File: src/rtl/keypad_pkg.sv
// Shared types for the keypad scanner: FSM states and seven-segment glyph table.
// Latency: n/a (declarations only).
// Backpressure: n/a.
package keypad_pkg;

  typedef enum logic [1:0] {SCAN, DEBOUNCE, HELD, RELEASE} kp_state_t;

  // Active-low {g,f,e,d,c,b,a} glyphs; index 15 is the leftmost entry
  localparam logic [15:0][6:0] SEG_GLYPH = {
    7'h0e, 7'h06, 7'h21, 7'h46, 7'h03, 7'h08, 7'h10, 7'h00,
    7'h78, 7'h02, 7'h12, 7'h19, 7'h30, 7'h24, 7'h79, 7'h40
  };

endpackage

File: src/rtl/seg7_hex_decoder.sv
// Hex nibble to active-low seven-segment glyph.
// Latency: combinational.
// Backpressure: none.
module seg7_hex_decoder import keypad_pkg::*; (
  input  logic [3:0] hex,
  output logic [6:0] segs
);

  assign segs = SEG_GLYPH[hex];

endmodule

File: src/rtl/keypad_scanner.sv
// Matrix keypad scanner with debounce and one-deep key handshake; KEYPAD_SEG_EN adds a 7-seg digit.
// Latency: 2-cycle row synchronizer, SCAN_DIV per column, DEBOUNCE_CNT to accept; segs/en 1 cycle after key.
// Backpressure: key held until key_ready; a key accepted while one is pending is dropped and sets overflow.
module keypad_scanner import keypad_pkg::*; #(
  parameter  int ROWS         = 4,
  parameter  int COLS         = 4,
  parameter  int SCAN_DIV     = 1000,
  parameter  int DEBOUNCE_CNT = 10000,
  localparam int KW           = (ROWS * COLS > 1) ? $clog2(ROWS * COLS) : 1
) (
  input  logic            clk,
  input  logic            rst,
  input  logic [ROWS-1:0] row,
  output logic [COLS-1:0] col,
  output logic [KW-1:0]   key_code,
  output logic            key_valid,
  input  logic            key_ready,
  output logic            overflow
`ifdef KEYPAD_SEG_EN
  ,
  output logic [6:0]      segs,
  output logic            en
`endif
);

  localparam int CW = (COLS > 1) ? $clog2(COLS) : 1;
  localparam int DW = $clog2(SCAN_DIV);
  localparam int BW = $clog2(DEBOUNCE_CNT + 1);
  localparam logic [CW-1:0] COL_LAST = CW'(COLS - 1);
  localparam logic [DW-1:0] DIV_LAST = DW'(SCAN_DIV - 1);
  localparam logic [BW-1:0] DEB_LAST = BW'(DEBOUNCE_CNT - 1);

  kp_state_t       state, state_nxt;
  logic [ROWS-1:0] row_s1, row_s2, latch, latch_nxt;
  logic [CW-1:0]   col_idx, col_idx_nxt, col_inc;
  logic [DW-1:0]   div_cnt, div_cnt_nxt;
  logic [BW-1:0]   deb_cnt, deb_cnt_nxt;
  logic [KW-1:0]   key_code_nxt, hit_code;
  logic            key_valid_nxt, overflow_nxt, accept, all_high, hs_done;

  assign all_high = &row_s2;
  assign col_inc  = (col_idx == COL_LAST) ? '0 : col_idx + CW'(1);
  assign col      = ~(COLS'(1) << col_idx);
  assign hs_done  = key_valid & key_ready;

  // Lowest-index low row of the debounced pattern wins
  always_comb begin
    hit_code = '0;
    for (int i = ROWS - 1; i >= 0; i--)
      if (!latch[i]) hit_code = KW'(int'(col_idx) * ROWS + i);
  end

  always_comb begin
    state_nxt     = state;
    col_idx_nxt   = col_idx;
    div_cnt_nxt   = div_cnt;
    deb_cnt_nxt   = deb_cnt;
    latch_nxt     = latch;
    accept        = 1'b0;
    key_valid_nxt = key_valid & ~hs_done;
    key_code_nxt  = key_code;
    overflow_nxt  = overflow;
    case (state)
      SCAN: begin
        if (div_cnt == DIV_LAST) begin
          div_cnt_nxt = '0;
          if (all_high) begin
            col_idx_nxt = col_inc;
          end else begin
            latch_nxt   = row_s2;
            deb_cnt_nxt = '0;
            state_nxt   = DEBOUNCE;
          end
        end else begin
          div_cnt_nxt = div_cnt + DW'(1);
        end
      end
      DEBOUNCE: begin
        if (all_high) begin
          state_nxt   = SCAN;
          col_idx_nxt = col_inc;
          div_cnt_nxt = '0;
        end else if (row_s2 != latch) begin
          latch_nxt   = row_s2;
          deb_cnt_nxt = '0;
        end else if (deb_cnt == DEB_LAST) begin
          accept    = 1'b1;
          state_nxt = HELD;
        end else begin
          deb_cnt_nxt = deb_cnt + BW'(1);
        end
      end
      HELD: begin
        if (all_high) begin
          state_nxt   = RELEASE;
          deb_cnt_nxt = '0;
        end
      end
      RELEASE: begin
        if (!all_high) begin
          state_nxt = HELD;
        end else if (deb_cnt == DEB_LAST) begin
          state_nxt   = SCAN;
          col_idx_nxt = col_inc;
          div_cnt_nxt = '0;
        end else begin
          deb_cnt_nxt = deb_cnt + BW'(1);
        end
      end
      default: state_nxt = SCAN;
    endcase
    // A handshake completing this cycle frees the slot for the new key
    if (accept) begin
      if (!key_valid || hs_done) begin
        key_valid_nxt = 1'b1;
        key_code_nxt  = hit_code;
      end else begin
        overflow_nxt = 1'b1;
      end
    end
  end

  always_ff @(posedge clk or posedge rst) begin
    if (rst) begin
      state     <= SCAN;
      row_s1    <= '1;
      row_s2    <= '1;
      latch     <= '1;
      col_idx   <= '0;
      div_cnt   <= '0;
      deb_cnt   <= '0;
      key_code  <= '0;
      key_valid <= 1'b0;
      overflow  <= 1'b0;
    end else begin
      state     <= state_nxt;
      row_s1    <= row;
      row_s2    <= row_s1;
      latch     <= latch_nxt;
      col_idx   <= col_idx_nxt;
      div_cnt   <= div_cnt_nxt;
      deb_cnt   <= deb_cnt_nxt;
      key_code  <= key_code_nxt;
      key_valid <= key_valid_nxt;
      overflow  <= overflow_nxt;
    end
  end

`ifdef KEYPAD_SEG_EN
  logic [6:0] glyph;
  logic       seen;

  seg7_hex_decoder u_dec (
    .hex  (4'(key_code)),
    .segs (glyph)
  );

  always_ff @(posedge clk or posedge rst) begin
    if (rst) begin
      seen <= 1'b0;
      segs <= '1;
      en   <= 1'b1;
    end else begin
      if (key_valid) seen <= 1'b1;
      segs <= (key_valid || seen) ? glyph : '1;
      en   <= ~(key_valid || seen);
    end
  end
`endif

endmodule

File: config.mk
export PLATFORM = sky130hd
export DESIGN_NAME = keypad_scanner
export DESIGN_NICKNAME = d
export VERILOG_FILES = /design/src/rtl/keypad_pkg.sv /design/src/rtl/seg7_hex_decoder.sv /design/src/rtl/keypad_scanner.sv
export SDC_FILE = /design/constraint.sdc
export NUM_CORES = 1
export LEC_CHECK = 0
export CAP_MARGIN = 20
export CORE_MARGIN = 4
export CORE_UTILIZATION = 50
export DETAILED_ROUTE_END_ITERATION = 16
export GPL_TIMING_DRIVEN = 0
export HOLD_SLACK_MARGIN = 0.1
export PLACE_DENSITY = 0.73
export SKIP_LAST_GASP = 1
export SLEW_MARGIN = 20
export SYNTH_ARGS = -nofsm -noshare
export SYNTH_HDL_FRONTEND = slang
export SYNTH_SLANG_ARGS = --single-unit
export TNS_END_PERCENT = 5
File: constraint.sdc
create_clock -name clk -period 3.51 [get_ports clk]
set_clock_uncertainty 0.05 [all_clocks]
set_input_delay 0.702 -clock clk [delete_from_list [all_inputs] [get_ports clk]]
set_output_delay 0.702 -clock clk [all_outputs]
set_load 0.02 [all_outputs]
==> flow_summary.json <==
{
  "status": "completed",
  "antenna_found_initial": 0,
  "cts_resized": 0,
  "cts_hold_buffers": 0,
  "drt_pass1_iterations": 4,
  "crit_path_end_kind": "flip-flop",
  "worst_pin_slew_ps": 807,
  "synth_flop_cell": "dfrtp_1",
  "cts_setup_buffers": 0,
  "synth_edf_count": 0,
  "worst-r2r-setup-slack_ps": 850,
  "first_iter_violations": 60,
  "maxCapViolations": 0,
  "rsz0062_at_grt": "no",
  "synth_area_sq_mm": 0.00240,
  "core_area_sq_mm": 0.00450,
  "synthArstFlopShare_pct": 100,
  "dieHeight_microns": 77.3,
  "grt_pass1_wl_microns": 8180,
  "nFillCells": 371,
  "grt_usage_pct": 16.7,
  "met1_usage_pct": 22.8,
  "start_kind": "flip-flop",
  "met2_usage_pct": 26.6,
  "slew_viol_final": 0,
  "io_pins": 17,
  "port_buffers": 16,
  "place_hpwl_microns": 3150,
  "ant_nets": 0,
  "nets": 268,
  "p_leak_uw": 0.00122,
  "path_class": "flip-flop to flip-flop",
  "cts.clk_slew.worst_paths_ps": 80,
  "die_area_sq_mm": 0.00598,
  "ys_warn_count": 0,
  "clockBufferDepth": 2,
  "first_global_vias": 1762,
  "post_route_cells_drive_above_1_share_pct": 19.5,
  "synth-seq-cells": 46,
  "wl_per_cell_microns": 14.4,
  "setup_viol": 0,
  "finalPower_uw": 926,
  "fin_crit_sh_pct": 75.9,
  "diodes": 0,
  "die_w_microns": 77.3,
  "cts.sinks": 46,
  "max_freq_ghz": 0.375,
  "hold_viol_final": 0,
  "period_minus_slack_ps": 2660,
  "avgSynthCellArea_sq_um": 10.4,
  "row_count": 24,
  "cts_tree": "yes",
  "netlist_instances": 231,
  "h-tree-depth": 2,
  "hold_path_class": "flip-flop to flip-flop",
  "crit_required_ps": 3690,
  "ys_top_cells_by_area": "dfrtp_1, dfstp_2, mux2_2, xnor2_1, ha_1",
  "synth_top_area_share_pct": 35.4,
  "via_count": 1770,
  "grt.busiest_layer": "met2",
  "synth_top_area_cell": "dfrtp_1",
  "grt_max_degree": 29,
  "clock_latency_ps": 300,
  "syn2layout_area_growth_pct": 14.5,
  "drc": 0,
  "synth_fp_nets": 244,
  "place_congestion": 0.821,
  "cp.arrival_ps": 2840,
  "p_per_area_mw_per_mm2": 337,
  "cts-root-buf": "clkbuf_8",
  "maxSlewHeadroom_pct": 44.6,
  "ys_seq_area_share_pct": 48.5,
  "yosysUniqueCellTypes": 55,
  "via_per_inst": 5.75,
  "vdd.ir_drop.worst_mv": 0.272,
  "wl_microns": 4440,
  "met3_usage_pct": 3.16,
  "start_util_pct": 53.3,
  "tns_ps": 0,
  "grt-ovfl-total": 0,
  "path_max_fanout": 10,
  "numCtsBuffers": 5
}
cell type report:
type / count / area [sq um] / area share, %
buffer: 6 / 26.3 / 0.955
clock buffer: 6 / 93.8 / 3.41
clock inverter: 2 / 10.0 / 0.364
inverter: 14 / 52.6 / 1.91
multi-input combinational: 165 / 1160 / 42.1
sequential: 46 / 1170 / 42.4
tap: 52 / 65.1 / 2.36
timing repair buffer: 17 / 180 / 6.55
final timing paths:
kind                                          start                      end  depth (start not counted)
min in group asynchronous                       rst  deb_cnt[11]$_DFFE_PP0P_                          2
worst min register to register  row_s1[0]$_DFF_PP1_      row_s2[0]$_DFF_PP1_                          0
worst max register to register  row_s2[3]$_DFF_PP1_   deb_cnt[5]$_DFFE_PP0P_                          7
worst max-delay path            row_s2[3]$_DFF_PP1_   deb_cnt[5]$_DFFE_PP0P_                          7
worst min-delay path            row_s1[0]$_DFF_PP1_      row_s2[0]$_DFF_PP1_                          0
max in group asynchronous                       rst      row_s2[1]$_DFF_PP1_                          3
where the power goes:
group / leakage (uW) / total, uW / internal, uW / switching, uW
clock: 0.0000561 / 362 / 181 / 181
combinational: 0.000590 / 23.0 / 9.73 / 13.3
sequential: 0.000576 / 541 / 538 / 2.67
total: 0.00122 / 926 / 729 / 197
through the flow:
step                instances  hold WS [ps]  setup slack, ps  util (%)  instance area, sq um
floorplan                 231           295             1290         -                  2400
global placement          299           295              791      58.3                  2630
detailed placement        300           298              841      58.8                  2650
CTS                       308           311              816      61.1                  2750
global route              308           314              592      61.1                  2750
finish                    308           308              846      61.1                  2750
metal layers:
layer	wire (microns)	vias up
met3	126	5
met2	2060	19
li1	-	873
met1	2200	873
met4	60	0
met5	0	-
Yosys cell counts, types with 5 or more instances:
cell,instances
dfrtp_1,34
nand2_1,18
nor2_1,17
nand3_1,15
inv_1,14
a21oi_1,13
dfstp_2,12
xnor2_1,9
mux2_2,8
ha_1,6
and3_1,5
mux2i_1,5
critical path: stages, from the launching register on:
cell,delay (ps)
dfstp_2,550
nand4_1,350
mux2i_1,760
and2_0,200
buf_2,170
nor2b_1,90
clkbuf_1,240
a21oi_1,180
cell usage in the layout (no fill, tap or decap), types with 4 or more instances in the layout:
cell type,Yosys,final
and3_1,5,5
clkbuf_8,0,5
xnor2_1,9,9
nor2_1,17,17
nand2_1,18,18
nand3_1,15,15
nand4_1,4,4
ha_1,6,6
xor2_1,4,4
o21ai_0,4,4
a211oi_1,4,4
inv_1,14,13
mux2i_1,5,5
a21oi_1,13,13
mux2_2,8,8
clkdlybuf4s50_1,0,16
dfstp_2,12,12
o31ai_1,4,4
dfrtp_1,34,34
nand2b_1,4,4
registers in the layout, indices dropped and copies added (netlist names), named ones only:
signal,count
deb_cnt,14
div_cnt,10
key_code,4
latch,4
row_s1,4
row_s2,4
col_idx,2
key_valid,1
overflow,1
state,1
cells by family (layout without fill, tap and decap cells):
kind of cell | after synthesis | count (layout) | synth area share [%]
xor+xnor | 13 | 13 | 4.74
compound gates | 44 | 44 | 13.0
fa+ha+maj | 6 | 6 | 3.12
simple gates | 89 | 89 | 21.5
buf+inv | 20 | 45 | 3.28
mux | 13 | 13 | 5.83
flops | 46 | 46 | 48.5
(Power assumes the default switching activity.)
